### src/rtl/decode_q_pkg.sv
// Shared types, default field geometry and immediate-extension helper for
// the buffered instruction-decode stage.
package decode_q_pkg;

    typedef enum logic [1:0] {
        IMM_ZERO  = 2'b00,
        IMM_SIGN  = 2'b01,
        IMM_UPPER = 2'b10,
        IMM_RSVD  = 2'b11
    } imm_mode_e;

    localparam int INSTR_W_DEF  = 16;
    localparam int DATA_W_DEF   = 16;
    localparam int OPCODE_W_DEF = 4;
    localparam int IMM_W_DEF    = 12;
    localparam int ADDR_W_DEF   = 10;
    localparam int CC_W_DEF     = 2;
    localparam int DEPTH_DEF    = 2;

    // Working width for the helper; callers truncate to their DATA_W.
    localparam int EXT_W = 64;

    function automatic logic [EXT_W-1:0] extend_imm(
        input logic [EXT_W-1:0] imm,
        input imm_mode_e        mode,
        input int               imm_w,
        input int               data_w
    );
        logic [EXT_W-1:0] mask;
        logic [EXT_W-1:0] field;
        mask  = (EXT_W'(1) << imm_w) - EXT_W'(1);
        field = imm & mask;
        case (mode)
            IMM_SIGN:  extend_imm = (|(field & (EXT_W'(1) << (imm_w - 1)))) ? (field | ~mask) : field;
            IMM_UPPER: extend_imm = field << (data_w - imm_w);
            default:   extend_imm = field;
        endcase
    endfunction

endpackage

### src/rtl/instr_fifo.sv
// Small power-of-two FIFO holding instruction words queued behind the IR.
module instr_fifo
    import decode_q_pkg::*;
#(
    parameter int INSTR_W = INSTR_W_DEF,
    parameter int DEPTH   = DEPTH_DEF,
    localparam int PTR_W  = $clog2(DEPTH),
    localparam int CNT_W  = $clog2(DEPTH + 1)
) (
    input  logic               clk,
    input  logic               rst_n,
    input  logic               flush_i,
    input  logic               push_i,
    input  logic               pop_i,
    input  logic [INSTR_W-1:0] din_i,
    output logic [INSTR_W-1:0] dout_o,
    output logic               full_o,
    output logic               empty_o,
    output logic [CNT_W-1:0]   count_o
);

    logic [INSTR_W-1:0] mem_q [DEPTH];
    logic [PTR_W-1:0]   wr_ptr_q, wr_ptr_d;
    logic [PTR_W-1:0]   rd_ptr_q, rd_ptr_d;
    logic [CNT_W-1:0]   count_q, count_d;

    // Pointers wrap naturally because DEPTH is a power of two.
    always_comb begin
        wr_ptr_d = wr_ptr_q;
        rd_ptr_d = rd_ptr_q;
        count_d  = count_q;
        if (flush_i) begin
            wr_ptr_d = '0;
            rd_ptr_d = '0;
            count_d  = '0;
        end else begin
            if (push_i) wr_ptr_d = wr_ptr_q + 1'b1;
            if (pop_i)  rd_ptr_d = rd_ptr_q + 1'b1;
            count_d = count_q + CNT_W'(push_i) - CNT_W'(pop_i);
        end
    end

    always_ff @(posedge clk) begin
        if (!rst_n) begin
            wr_ptr_q <= '0;
            rd_ptr_q <= '0;
            count_q  <= '0;
        end else begin
            wr_ptr_q <= wr_ptr_d;
            rd_ptr_q <= rd_ptr_d;
            count_q  <= count_d;
        end
    end

    always_ff @(posedge clk) begin
        if (push_i && !flush_i) mem_q[wr_ptr_q] <= din_i;
    end

    assign dout_o  = mem_q[rd_ptr_q];
    assign full_o  = (count_q == CNT_W'(DEPTH));
    assign empty_o = (count_q == '0);
    assign count_o = count_q;

endmodule

### src/rtl/decode_stage_q.sv
// Buffered decode stage: FIFO-fed instruction register with field decode,
// selectable immediate extension and a consumption-qualified compcode latch.
module decode_stage_q
    import decode_q_pkg::*;
#(
    parameter int INSTR_W  = INSTR_W_DEF,
    parameter int DATA_W   = DATA_W_DEF,
    parameter int OPCODE_W = OPCODE_W_DEF,
    parameter int IMM_W    = IMM_W_DEF,
    parameter int ADDR_W   = ADDR_W_DEF,
    parameter int CC_W     = CC_W_DEF,
    parameter int DEPTH    = DEPTH_DEF,
    localparam int LVL_W   = $clog2(DEPTH + 2),
    localparam int CNT_W   = $clog2(DEPTH + 1)
) (
    input  logic                 CLK,
    input  logic                 reset,
    input  logic [INSTR_W-1:0]   mem_out,
    input  logic                 in_valid,
    output logic                 in_ready,
    input  logic                 flush,
    input  logic [1:0]           imm_mode,
    input  logic                 out_ready,
    input  logic                 ccw,
    output logic                 out_valid,
    output logic [OPCODE_W-1:0]  ir_opcode,
    output logic [ADDR_W-1:0]    ir_address,
    output logic [IMM_W-1:0]     ir_immediate,
    output logic [CC_W-1:0]      ir_compcode,
    output logic [DATA_W-1:0]    imm_out,
    output logic [CC_W-1:0]      compcode_out,
    output logic [LVL_W-1:0]     level
);

    logic [INSTR_W-1:0] ir_q, ir_d;
    logic               valid_q, valid_d;
    logic [DATA_W-1:0]  imm_q, imm_d;
    logic [CC_W-1:0]    cc_q, cc_d;

    logic               fifo_full, fifo_empty, fifo_push, fifo_pop;
    logic [INSTR_W-1:0] fifo_head, src_word;
    logic [CNT_W-1:0]   fifo_count;
    logic               in_fire, out_fire, ir_slot, bypass;

    instr_fifo #(
        .INSTR_W (INSTR_W),
        .DEPTH   (DEPTH)
    ) u_fifo (
        .clk     (CLK),
        .rst_n   (reset),
        .flush_i (flush),
        .push_i  (fifo_push),
        .pop_i   (fifo_pop),
        .din_i   (mem_out),
        .dout_o  (fifo_head),
        .full_o  (fifo_full),
        .empty_o (fifo_empty),
        .count_o (fifo_count)
    );

    // in_ready never looks at out_ready, so a full FIFO blocks input even
    // while the IR is being consumed.
    assign in_ready = !fifo_full && !flush;
    assign in_fire  = in_valid && in_ready;
    assign out_fire = valid_q && out_ready;
    assign ir_slot  = !valid_q || out_fire;

    // The FIFO head has priority; an empty FIFO lets the input bypass into the IR.
    assign fifo_pop  = ir_slot && !fifo_empty && !flush;
    assign bypass    = ir_slot && fifo_empty && in_fire;
    assign fifo_push = in_fire && !bypass;
    assign src_word  = fifo_empty ? mem_out : fifo_head;

    always_comb begin
        ir_d    = ir_q;
        valid_d = valid_q;
        imm_d   = imm_q;
        cc_d    = cc_q;
        if (flush) begin
            valid_d = 1'b0;
        end else if (fifo_pop || bypass) begin
            ir_d    = src_word;
            valid_d = 1'b1;
            imm_d   = DATA_W'(extend_imm(EXT_W'(src_word[IMM_W-1:0]),
                                         imm_mode_e'(imm_mode), IMM_W, DATA_W));
        end else if (out_fire) begin
            valid_d = 1'b0;
        end
        if (out_fire && ccw && !flush) cc_d = ir_q[ADDR_W+CC_W-1:ADDR_W];
    end

    always_ff @(posedge CLK) begin
        if (!reset) begin
            ir_q    <= '0;
            valid_q <= 1'b0;
            imm_q   <= '0;
            cc_q    <= '0;
        end else begin
            ir_q    <= ir_d;
            valid_q <= valid_d;
            imm_q   <= imm_d;
            cc_q    <= cc_d;
        end
    end

    assign out_valid    = valid_q;
    assign ir_opcode    = ir_q[INSTR_W-1 -: OPCODE_W];
    assign ir_address   = ir_q[ADDR_W-1:0];
    assign ir_immediate = ir_q[IMM_W-1:0];
    assign ir_compcode  = ir_q[ADDR_W+CC_W-1:ADDR_W];
    assign imm_out      = imm_q;
    assign compcode_out = cc_q;
    assign level        = LVL_W'(fifo_count) + LVL_W'(valid_q);

endmodule
### config.mk
export PLATFORM = sky130hd
export DESIGN_NAME = decode_stage_q
export DESIGN_NICKNAME = d
export VERILOG_FILES = /design/src/rtl/decode_q_pkg.sv /design/src/rtl/instr_fifo.sv /design/src/rtl/decode_stage_q.sv
export SDC_FILE = /design/constraint.sdc
export NUM_CORES = 1
export LEC_CHECK = 0
export ABC_AREA = 1
export CELL_PAD_IN_SITES_DETAIL_PLACEMENT = 0
export CELL_PAD_IN_SITES_GLOBAL_PLACEMENT = 2
export CORE_MARGIN = 4
export CORE_UTILIZATION = 23
export CTS_CLUSTER_DIAMETER = 100
export DETAILED_ROUTE_END_ITERATION = 7
export DONT_BUFFER_PORTS = 1
export PLACE_DENSITY_LB_ADDON = 0.1
export REMOVE_ABC_BUFFERS = 1
export SYNTH_ARGS = -nofsm -noshare
export SYNTH_HDL_FRONTEND = slang
export SYNTH_SLANG_ARGS = --single-unit
### constraint.sdc
create_clock -name CLK -period 4.4 [get_ports CLK]
set_input_delay 1.1 -clock CLK [delete_from_list [all_inputs] [get_ports CLK]]
set_output_delay 1.1 -clock CLK [all_outputs]
set_load 0.02 [all_outputs]
* Word level (Yosys, flattened, before mapping)
Memories as Yosys holds them, arrays and structs flattened. A register that Yosys moved wholly into a read port is not among the register bits.
Index checks and enable logic that the tools add are counted.
** Word-level totals
- Bits in latches :: 0
- Memories kept :: 1
- Register bits :: 39
- Memory bits (read-only) :: 0
- Bits in writable memories :: 32
- Word-level logic and storage cells :: 49
- Output and inout port bits :: 50
- Bits of input ports :: 24
** Operators by class
- $lt $le $gt $ge :: 0
- Mux-type cells :: 9
- $mul :: 0
- Add/subtract/negate cells :: 5
- Reductions and logical operators :: 22
- Div/mod/pow operators :: 0
- Bitwise logic cells :: 2
- Shifts and indexed selects :: 0
- Eq/ne operators :: 3
** Memories
- u_fifo.mem_q :: depth 2, width 16, read ports 1, clocked after memory_dff 1, write ports 1, line instr_fifo.sv:22 : logic [INSTR_W-1:0] mem_q [DEPTH];
** Operators with widths (number)
- 2-to-1 mux 16 bit :: 2
- case mux 16 bit (2 select lines) :: 1
- logical AND 1 bit :: 11
- 2-to-1 mux 1 bit :: 6
- zero test 1 bit :: 5
- adder 2 x 1 -> 2 bit :: 2
- equality test 2 bit (second input constant) :: 2
- adder 1 bit (second input constant) :: 2
- equality test 2 x 1 -> 1 bit (second input constant) :: 1
- zero test 2 bit :: 1
- logical OR 1 bit :: 2
- NOT 1 bit :: 2
- AND reduction 2 bit :: 1
- nonzero test 2 bit :: 1
- OR reduction 2 bit :: 1
- subtractor 2 x 1 -> 2 bit :: 1

* Longest topological paths before layout
- Depth in word-level cells :: 10
- Depth in mapped cells :: 10
- Gate-level depth less buffers :: 9

* Modules after synthesis
Synthesis repeated with hierarchy kept, for this count alone.
** Unflattened totals
- Cells, all modules :: 399
- Area, all modules :: 3478.3 um^2
** Modules (own cells, without submodules)
- decode_stage_q :: instances 1, area an instance 2030.7 um^2, sequential area each 700.7 um^2, cells an instance 315
- instr_fifo :: instances 1, area an instance 1447.6 um^2, sequential area each 1061.0 um^2, cells an instance 84

* Worst setup path before layout
OpenSTA, ideal clock, no wires.
- Path kind :: input port to flip-flop
- Start point :: in flush
- End point :: mem u_fifo.mem_q[0][0] (netlist name), enable pin
- Slack :: 1.482 ns
- Arrival :: 2.530 ns
- Data required time :: 4.011 ns
- Buffers on the path :: 0
- Library setup time :: 0.389 ns
- Cell stages on the path :: 3
- Path through :: a21oi_1 nand3_1 nor2_1
** On the way
- Word-level cells in the longest chain between the ends :: 9
** Ends and longest elaborated chain
- start: declaration :: line decode_stage_q.sv:21 : input logic flush,
- zero test 1 bit * :: line instr_fifo.sv:56, decode_stage_q.sv:63
- logical AND 1 bit :: line decode_stage_q.sv:63 : assign in_ready = !fifo_full && !flush;
- logical AND 1 bit :: line decode_stage_q.sv:64 : assign in_fire = in_valid && in_ready;
- logical AND 1 bit :: line decode_stage_q.sv:70 : assign bypass = ir_slot && fifo_empty && in_fire;
- zero test 1 bit :: line decode_stage_q.sv:71 : assign fifo_push = in_fire && !bypass;
- logical AND 1 bit :: line decode_stage_q.sv:71
- logical AND 1 bit * :: line instr_fifo.sv:56 : if (push_i && !flush_i) mem_q[wr_ptr_q] <= din_i;
- 2-to-1 mux 1 bit * :: line instr_fifo.sv:56
- 2-to-1 mux 1 bit (not written as such) * :: line instr_fifo.sv:56
- end: declaration :: line instr_fifo.sv:22
Every way passes the cells marked *; elsewhere a longest branch is shown, timed or not.

* Worst setup path in the final report
- Start point :: in flush
- End point :: out in_ready
** On the way
- Word-level cells in the longest chain between the ends :: 2
** Ends and longest elaborated chain
- zero test 1 bit :: line decode_stage_q.sv:63
- logical AND 1 bit :: line decode_stage_q.sv:63
- end: declaration :: line decode_stage_q.sv:20 : output logic in_ready,
No other way between the ends.

==> impl_metrics.json <==
{
  "place.gp.congestion": 0.696,
  "tritoncts_num_sinks": 72,
  "synth-edff-count": 32,
  "total_power_uw": 1550,
  "start_util_pct": 23.8,
  "final_min_period_over_clock_period_pct": 59.2,
  "grt-ovfl-total": 0,
  "post_route_cells_drive_above_1_share_pct": 6.94,
  "postSynthRegisterBits": 72,
  "achievable-frequency_ghz": 0.384,
  "first_global_vias": 2347,
  "synth.yosys.seq_area_share_pct": 55.5,
  "antenna_violations_before_repair": 0,
  "unrepaired_setup_endpoints_after_global_routing": "no",
  "maxSlewHeadroom_pct": 36.4,
  "cp_slowest_cell": "sky130_fd_sc_hd__a21oi_1",
  "hold-path-cell-count": 2,
  "synthesis.yosys.warnings": 0,
  "h-tree-depth": 3,
  "grt_first_pass_wirelength_mm": 13.9,
  "synth-async-reset-ratio_pct": 0,
  "rows": 42,
  "syn_area_um2": 3170,
  "synth_top_flop_cell": "sky130_fd_sc_hd__dfxtp_1",
  "grt_max_degree": 38,
  "critical_path_depth": 1,
  "die_area_um2": 15700,
  "cts_tree": "yes",
  "synth_cells": 355,
  "io_buffer_count": 0,
  "placement.cell_area_um2": 3210,
  "clk_pin_slew_ns": 0.06,
  "ff2ff_path_depth": 5,
  "placed_cells": 506,
  "floorplan.die.width_um": 125,
  "drtPass1Iterations": 4,
  "final_cell_area_um2": 3490,
  "count_of_endpoints_failing_setup_in_the_final_report": 0,
  "worst_ep_required_time_ns": 3.30,
  "insertedDiodeCount": 0,
  "maxSlewViolCount": 0,
  "io_pins": 74,
  "total_power_per_unit_cell_area_nw_per_um2": 444,
  "cap_viol_max_count": 0,
  "insertion_delay_ns": 0.33,
  "ir_worst_vdd_uv": 164,
  "drt_iter0_drc": 139,
  "dp_hpwl_mm": 5.80,
  "finish.net_count": 369,
  "worstMarginPinSlew_ns": 0.951,
  "final_hold_fails": 0,
  "ctsHoldBuffers": 0,
  "core_area_um2": 13300,
  "clk_root_buffer_cell": "sky130_fd_sc_hd__clkbuf_16",
  "routed-via-count": 2285,
  "drc_errors": 0,
  "postRouteAntennaNets": 0,
  "cts_buffers": 9,
  "clock_tree.buffer_depth": 2,
  "area_growth_pct": 10.1,
  "slowest_delay_ns": 0.41,
  "p_leak_uw": 0.00132,
  "hold_path.class": "flip-flop to flip-flop",
  "cp_num_buf_inv": 0,
  "worstPathMaxFanout": 3,
  "reg2reg_slack_ns": 2.34,
  "instances_no_fill": 522,
  "cts_resized": 0,
  "criticalPathCategory": "input pin to output port",
  "globalRouteTotalUtil_pct": 11.6,
  "wl_per_cell_um": 16.8,
  "crit_family": "compound AO/OA/AOI/OAI gates",
  "critPathCaptureType": "output port",
  "fp.dieH_um": 125,
  "timing.critical_path.cells": "a21oi_1",
  "syn_area_per_cell_um2": 8.93,
  "clock_skew_ns": 0.00390,
  "detailedPlace.worstSlack_ns": 1.74,
  "post-cts-setup-buffers": 0,
  "setup_ws_ns": 1.79,
  "worst_ep_arrival_time_ns": 1.51,
  "netlist-cell-type-count": 26,
  "route.final.wire_length_mm": 8.74,
  "layout_min_cycle_time_ns": 2.61,
  "setup_tns_ns": 0,
  "run_status": "finished clean",
  "setup.worst_path.start_class": "input pin",
  "avgViaCountPerCell": 4.38
}
power breakdown:
group          total [uW]  switching (uW)  internal [uW]
clock                 706             272            433
combinational        82.6            56.4           26.2
sequential            764            46.1            718
synth_stat cells (3+ instances only):
library cell | count | area share (%)
sky130_fd_sc_hd__a21oi_1 | 23 | 3.6
sky130_fd_sc_hd__a31oi_1 | 4 | 0.79
sky130_fd_sc_hd__buf_2 | 5 | 0.79
sky130_fd_sc_hd__buf_4 | 14 | 3.3
sky130_fd_sc_hd__buf_6 | 5 | 1.8
sky130_fd_sc_hd__clkbuf_1 | 4 | 0.47
sky130_fd_sc_hd__dfxtp_1 | 40 | 25
sky130_fd_sc_hd__edfxtp_1 | 32 | 30
sky130_fd_sc_hd__ha_1 | 4 | 1.6
sky130_fd_sc_hd__inv_1 | 21 | 2.5
sky130_fd_sc_hd__inv_2 | 3 | 0.36
sky130_fd_sc_hd__nand2_1 | 73 | 8.6
sky130_fd_sc_hd__nand3_1 | 27 | 4.3
sky130_fd_sc_hd__nor2_1 | 48 | 5.7
sky130_fd_sc_hd__o211ai_1 | 4 | 0.95
sky130_fd_sc_hd__o21a_1 | 5 | 1.2
sky130_fd_sc_hd__o21ai_0 | 30 | 4.7
cells in the final DEF, fill, tap and decap left out:
cell type | Yosys | layout
sky130_fd_sc_hd__a21oi_1 | 23 | 23
sky130_fd_sc_hd__inv_2 | 3 | 3
sky130_fd_sc_hd__o21ai_0 | 30 | 30
sky130_fd_sc_hd__bufinv_16 | 0 | 1
sky130_fd_sc_hd__nand2_4 | 1 | 1
sky130_fd_sc_hd__edfxtp_1 | 32 | 32
sky130_fd_sc_hd__xor2_1 | 2 | 2
sky130_fd_sc_hd__nand4_1 | 2 | 2
sky130_fd_sc_hd__clkbuf_16 | 0 | 9
sky130_fd_sc_hd__a21boi_0 | 1 | 1
sky130_fd_sc_hd__nor3_1 | 2 | 2
sky130_fd_sc_hd__clkbuf_1 | 4 | 2
sky130_fd_sc_hd__o21a_1 | 5 | 5
sky130_fd_sc_hd__ha_1 | 4 | 4
sky130_fd_sc_hd__nand2_1 | 73 | 73
sky130_fd_sc_hd__buf_4 | 14 | 3
sky130_fd_sc_hd__nor2_1 | 48 | 48
sky130_fd_sc_hd__clkinv_1 | 0 | 2
sky130_fd_sc_hd__inv_1 | 21 | 21
sky130_fd_sc_hd__nor2_4 | 2 | 2
sky130_fd_sc_hd__nand3_1 | 27 | 27
sky130_fd_sc_hd__a31oi_1 | 4 | 4
sky130_fd_sc_hd__nand2_2 | 1 | 1
sky130_fd_sc_hd__o21ai_4 | 1 | 1
sky130_fd_sc_hd__clkinv_2 | 0 | 2
sky130_fd_sc_hd__nand3_4 | 1 | 1
sky130_fd_sc_hd__o211ai_1 | 4 | 4
sky130_fd_sc_hd__dfxtp_1 | 40 | 40
cell families after synthesis:
logic type / share of synthesized area [%]
XOR/XNOR: 0.552
adder cells (fa/ha/maj): 1.58
flip-flops: 55.5
AO/OA/AOI/OAI: 12.0
buffers and inverters: 9.19
AND/OR/NAND/NOR: 21.1
cell type report:
type                            instances  area [um^2]
Fill cell                            1471         9850
Sequential cell                        72         1760
Inverter                               24         90.1
Tap cell                              176          220
Multi-Input combinational cell        231         1120
Timing Repair Buffer                    3         22.5
Clock inverter                          5         47.5
Clock buffer                           11          233
state kept, by name (all words and copies together), names as in the netlist, named ones only:
register / flops
out_valid: 1
ir_q: 16
imm_out: 16
u_fifo.mem_q: 32
u_fifo.wr_ptr_q: 1
u_fifo.count_o: 2
compcode_out: 2
u_fifo.rd_ptr_q: 1
worst min-delay path, delay by kind of cell (launching register included):
family	cells	cell delay, ns
buffers and inverters	1	0.07
flip-flops	1	0.29
AO/OA/AOI/OAI	1	0.06
per-layer routing:
layer  up-vias  part of all wire, %  wire length [um]  track usage (%)
met5         -                    0                 0                0
met4         0                  1.1                96             3.13
met3         7                  7.0               615             5.20
met2        63                   46              4020             18.2
met1      1066                   46              4010             14.5
li1       1149                    -                 -                -
final timing paths:
check               startpoint            endpoint
max reg2reg  u_fifo.count_o[0]  u_fifo.mem_q[1][5]
min reg2reg    u_fifo.rd_ptr_q     u_fifo.rd_ptr_q
min            u_fifo.rd_ptr_q     u_fifo.rd_ptr_q
max                      flush            in_ready
metrics by stage:
| stage | hold WS [ns] | util [%] |
|---|---|---|
| 6_report | 0.476 | 26.2 |
| 5_1_grt | 0.520 | 26.2 |
| 3_5_place_dp | 0.467 | 24.1 |
| 4_1_cts | 0.478 | 26.2 |
| 3_3_place_gp | 0.472 | 24.1 |
| 2_1_floorplan | 0.447 | - |
No activity file was read; power rests on OpenSTA's default activity.
==> RTL change 1, RTL diff (config.mk and constraints unchanged) <==
Set the package constant `INSTR_W_DEF` to 14 (it was 16).
--- a/src/rtl/decode_q_pkg.sv
+++ b/src/rtl/decode_q_pkg.sv
@@ -9,7 +9,7 @@
         IMM_RSVD  = 2'b11
     } imm_mode_e;
 
-    localparam int INSTR_W_DEF  = 16;
+    localparam int INSTR_W_DEF  = 14;
     localparam int DATA_W_DEF   = 16;
     localparam int OPCODE_W_DEF = 4;
     localparam int IMM_W_DEF    = 12;
Ports: changed (resized mem_out); port bits go from 74 to 72. No check against the original RTL was run, so the function may have changed too.
==> RTL change 1 against the original RTL <==
- area after synthesis fell by 6.8%
- setup slack worse by 38 ps
- sequential power decreased by 7.9%
- via count is 7.6% lower
- wire length down 5.7%
- sequential cell count is 6 lower
- total power is 6.7% lower
- register-to-register slack lost 140 ps
- sequential share of layout area down 0.91 points
- synthesized cell count fell by 6.5%
- design area fell by 7.4%
- clock skew is 0.74 ps higher
- worst hold slack worse by 5.9 ps
- critical endpoint unchanged
- highest routed layer unchanged
==> RTL change 1: results (changes against the original RTL) <==
stage	metric	value	unit	change
clock_network	postCtsSetupRepairBufs	0		unchanged
yosys	yosysUniqueCellTypes	27		+3.8%
worst_setup_path	crit_fanout	3		unchanged
cells_and_area	largest_register_ffs	28		-13%
sta	fin_worst_skew	4.64	ps	+0.740 ps
clock_network	cts_made_buffers	9		unchanged
routing	vias	2111		-7.6%
power	leakage	1.21	nW	-7.9%
placed_design	dpl-instance-area	0.00296	mm^2	-7.8%
routing	ant_nets	0		unchanged
grt	grt_max_degree	37		-2.6%
worst_setup_path	slowest_delay	440	ps	+30 ps
routing	drt_iter0_drc	101		-27%
clock_network	cts-root-buf	clkbuf_16		
cells_and_area	diodes	0		unchanged
worst_setup_path	cpMaxStageDelayCell	a21oi_1		
routing	m1WireLength	3.73	mm	-7.2%
cells_and_area	drive_above_1_share	0.0683		-0.00104
yosys	seq_area_frac_synth	0.542		-0.0137
clock_network	h-tree-depth	3		unchanged
routing	wl_met2	3.67	mm	-8.6%
yosys	synthTopCellsByCount	nand2_1, dfxtp_1, nor2_1		
routing	drt_first_pass_iters	4		unchanged
worst_hold_path	hold_path_class	flop to flop		
placed_design	place_congestion	0.688		-1.2%
flow_run	drv_cap	0		unchanged
yosys	async_reset_ff_frac	0		unchanged
placed_design	dp_hpwl	5.51	mm	-5.0%
sta	tightest_slew	882	ps	-68.4 ps
cells_and_area	num-fill-cells	1429		-2.9%
routing	wl_per_cell	16.7	um	-0.33%
yosys	synth_flop_cell	dfxtp_1		
power	peakVddDrop	0.000161	V	-1.9%
run_status	status	completed		
clock_network	clockBufferDepth	2		unchanged
grt	grt_usage	0.119		+0.00300
yosys	synth_area_leaders	edfxtp_1, dfxtp_1, nand2_1		
worst_setup_path	path_delay_family	compound AO/OA/AOI/OAI gates		
grt	met2_usage	0.179		-0.00329
grt	grt_first_pass_wirelength	12.7	mm	-8.0%
cells_and_area	top_register	u_fifo.mem_q		
routing	wl_met3	660	um	+7.3%
worst_setup_path	worstPathArrival	1540	ps	+30 ps
grt	grt_pass1_vias	2179		-7.2%
yosys	yosysWarnings	0		unchanged
grt	grtUsageMet3	0.0429		-0.00914
clock_network	clock_latency	330	ps	about the same
placed_design	port_buffers	0		unchanged
clock_network	cts-resized-gates	0		unchanged
grt	grt_use_met1	0.150		+0.00475
yosys	synth_enable_flop_cells	28		-13%
clock_network	clk_pin_slew	50	ps	
cells_and_area	finalNetCount	343		-7.0%
grt	grt_antenna_before_repair	0		unchanged
RTL change 1: final timing paths:
kind	slack [ps]	from	endpoint	depth (start not counted)
worst min register to register	470	u_fifo.rd_ptr_q$_SDFFE_PP0P_	u_fifo.rd_ptr_q$_SDFFE_PP0P_	2
worst min-delay path	470	u_fifo.rd_ptr_q$_SDFFE_PP0P_	u_fifo.rd_ptr_q$_SDFFE_PP0P_	2
worst max register to register	2200	u_fifo.count_o[1]$_SDFF_PP0_	ir_q[10]$_SDFFE_PN0P_	8
worst max-delay path	1760	flush	in_ready	1
RTL change 1: power breakdown:
group / total [mW] / internal, mW / switching [mW] / leakage, nW
Combinational: 0.0773 / 0.0247 / 0.0526 / 0.519
Clock: 0.667 / 0.413 / 0.253 / 0.131
Sequential: 0.704 / 0.656 / 0.0472 / 0.562
RTL change 1: cells by family (layout without fill, tap and decap cells):
group	Yosys count	count (layout)	synth area share
and+or+nand+nor	138	138	0.194
xor gates and xnor gates	2	2	0.00593
buffers and inverters	53	43	0.110
adders and majority gates	4	4	0.0169
AOI/OAI and AO/OA	69	69	0.132
DFF	66	66	0.542
RTL change 1: stage by stage:
stage	instances	util	power, mW	worst slack (ps)	hold WS, ps
after floorplan	303	-	0.769	1570	447
after global placement	478	0.235	0.797	1590	458
after detailed placement	478	0.235	0.798	1540	465
after CTS	494	0.256	1.48	1740	473
after global routing	494	0.256	1.52	1730	495
final	494	0.256	1.45	1760	470
RTL change 1: area by class of cell:
class	count	area (um^2)	area share
Inverter	24	92.6	0.0286
Sequential cell	66	1600	0.495
Tap cell	172	215	0.0665
Clock buffer	16	272	0.0839
Timing Repair Buffer	3	22.5	0.00696
Multi-Input combinational cell	213	1030	0.319
RTL change 1: worst min-delay path, stage by stage (launching register included):
cell and delay, ps:
dfxtp_1 290, inv_1 70, a21oi_1 60
==> RTL change 2, RTL diff (same flow settings) <==
Made on the original files. Register the input `imm_mode` before use, with the module's reset. The logic sees it one clock later. The other inputs are not delayed to match.
--- a/src/rtl/decode_stage_q.sv
+++ b/src/rtl/decode_stage_q.sv
@@ -31,6 +31,16 @@
     output logic [CC_W-1:0]      compcode_out,
     output logic [LVL_W-1:0]     level
 );
+
+    logic [1:0] imm_mode_q;
+
+    always_ff @(posedge CLK) begin
+        if (!reset) begin
+            imm_mode_q <= '0;
+        end else begin
+            imm_mode_q <= imm_mode;
+        end
+    end
 
     logic [INSTR_W-1:0] ir_q, ir_d;
     logic               valid_q, valid_d;
@@ -82,7 +92,7 @@
             ir_d    = src_word;
             valid_d = 1'b1;
             imm_d   = DATA_W'(extend_imm(EXT_W'(src_word[IMM_W-1:0]),
-                                         imm_mode_e'(imm_mode), IMM_W, DATA_W));
+                                         imm_mode_e'(imm_mode_q), IMM_W, DATA_W));
         end else if (out_fire) begin
             valid_d = 1'b0;
         end
Formal check against the unedited RTL: not equivalent (a bounded check fails within 4 cycles, from zero or initial values and one cycle with reset low).
==> RTL change 2 against the original RTL <==
- clock power increased by 9.5%
- register-to-register slack lost 110 ps
- via count is 2.0% lower
- area after synthesis stayed put
- wire length is 2.9% lower
- non-clock buffer count up 1
- clock skew about the same
- sequential cell count increased by 2
- first-iteration DRC count decreased by 29%
- setup slack got worse by 46 ps
- total power grew 5.5%
- design area up 1.8%
==> RTL change 2: results (changes against the original RTL) <==
stage	metric	value	unit	change
worst_setup_path	worstReg2RegEnd	imm_out[10]$_SDFFE_PN0P_		
routing	vias_per_cell	4.25		-2.9%
worst_setup_path	r2r_cells	7		+2
yosys	async_reset_ff_frac	0		unchanged
yosys	yosysUniqueCellTypes	23		-12%
sta	fin_worst_skew	4.30	ps	+0.405 ps
routing	drt_wl_total	8.49	mm	-2.9%
clock_network	postCtsSetupRepairBufs	0		unchanged
cells_and_area	num-fill-cells	1451		-1.4%
yosys	yosysWarnings	0		unchanged
cells_and_area	finalNetCount	374		+1.4%
grt	grt_first_pass_wirelength	13.2	mm	-4.4%
grt	grt_usage	0.112		-0.00390
worst_setup_path	slowest_delay	450	ps	+40 ps
clock_network	cts-root-buf	clkbuf_16		
grt	grt_antenna_before_repair	0		unchanged
power	leakage	1.35	nW	+2.8%
clock_network	cts_made_buffers	9		unchanged
placed_design	place_congestion	0.665		-4.4%
run_status	status	completed		
placed_design	port_buffers	0		unchanged
worst_setup_path	crit_fanout	3		unchanged
clock_network	cts-resized-gates	0		unchanged
routing	drt_first_pass_iters	4		unchanged
sta	max-slew-margin-rel	0.554		+0.190
placed_design	dpl-instance-area	0.00325	mm^2	+1.0%
worst_hold_path	whs_path_depth	2		unchanged
cells_and_area	drive_above_1_share	0.0655		-0.00384
worst_hold_path	hold_path_class	flop to flop		
yosys	seq_area_frac_synth	0.568		+0.0126
grt	grt_max_degree	33		-13%
cells_and_area	diodes	0		unchanged
power	peakVddDrop	0.000187	V	+14%
placed_design	pre_cts_slack	1670	ps	-68.5 ps
routing	drt_iter0_drc	98		-29%
worst_hold_path	min_from	u_fifo.rd_ptr_q$_SDFFE_PP0P_		
clock_network	clock_latency	330	ps	about the same
worst_setup_path	path_delay_family	compound AO/OA/AOI/OAI gates		
worst_hold_path	hold_end	u_fifo.rd_ptr_q$_SDFFE_PP0P_		
cells_and_area	top_register	u_fifo.mem_q		
grt	grt_pass1_vias	2129		-9.3%
yosys	synth_area_leaders	edfxtp_1, dfxtp_1, nand2_1		
sta	max_freq	377	MHz	-1.7%
worst_setup_path	worstPathArrival	1550	ps	+40 ps
yosys	synthTopCellsByCount	nand2_1, nor2_1, dfxtp_1		
clock_network	h-tree-depth	3		unchanged
cells_and_area	largest_register_ffs	32		unchanged
placed_design	dp_hpwl	5.80	mm	+0.13%
worst_setup_path	r2r_slack	2230	ps	-110 ps
[RTL change 2: area by class of cell]
class / count / area share
sequential: 74 / 0.507
multi-input combinational: 231 / 0.308
clock buffer: 10 / 0.0644
tap: 176 / 0.0619
inverter: 26 / 0.0274
clock inverter: 6 / 0.0229
timing repair buffer: 4 / 0.00844
[RTL change 2: logic make-up after synthesis]
| family | Yosys count | share of synthesized area |
|---|---|---|
| xor gates and xnor gates | 2 | 0.00552 |
| adders and majority gates | 4 | 0.0158 |
| AOI/OAI and AO/OA | 71 | 0.125 |
| DFF | 74 | 0.568 |
| buffers and inverters | 55 | 0.0864 |
| and+or+nand+nor | 154 | 0.199 |
[RTL change 2: worst max path at each step]
stage / start / end / cells after the start
after global placement: flush / u_fifo.mem_q[1][0]$_DFFE_PP_ / 4
after detailed placement: flush / u_fifo.mem_q[1][0]$_DFFE_PP_ / 4
after floorplan: flush / u_fifo.mem_q[0][0]$_DFFE_PP_ / 3
after CTS: flush / in_ready / 1
after global routing: flush / in_ready / 1
final: flush / in_ready / 1
[RTL change 2: through the flow]
step           utilization  hold WS (ps)  instances
3_5_place_dp         0.243           465        511
4_1_cts              0.266           476        527
2_1_floorplan            -           447        331
6_report             0.266           472        527
3_3_place_gp         0.243           466        511
5_1_grt              0.266           501        527
[RTL change 2: layer usage]
layer / part of all wire / up-vias / wire (um) / track usage
li1: - / 1154 / - / -
met1: 0.45 / 1014 / 3820 / 0.141
met2: 0.46 / 66 / 3910 / 0.172
met3: 0.080 / 5 / 678 / 0.0542
met4: 0.0099 / 0 / 84 / 0.0306
met5: 0 / - / 0 / 0
[RTL change 2: power breakdown]
group	internal (mW)	switching (mW)
clock network	0.493	0.280
logic	0.0268	0.0544
registers	0.737	0.0467
total	1.26	0.381
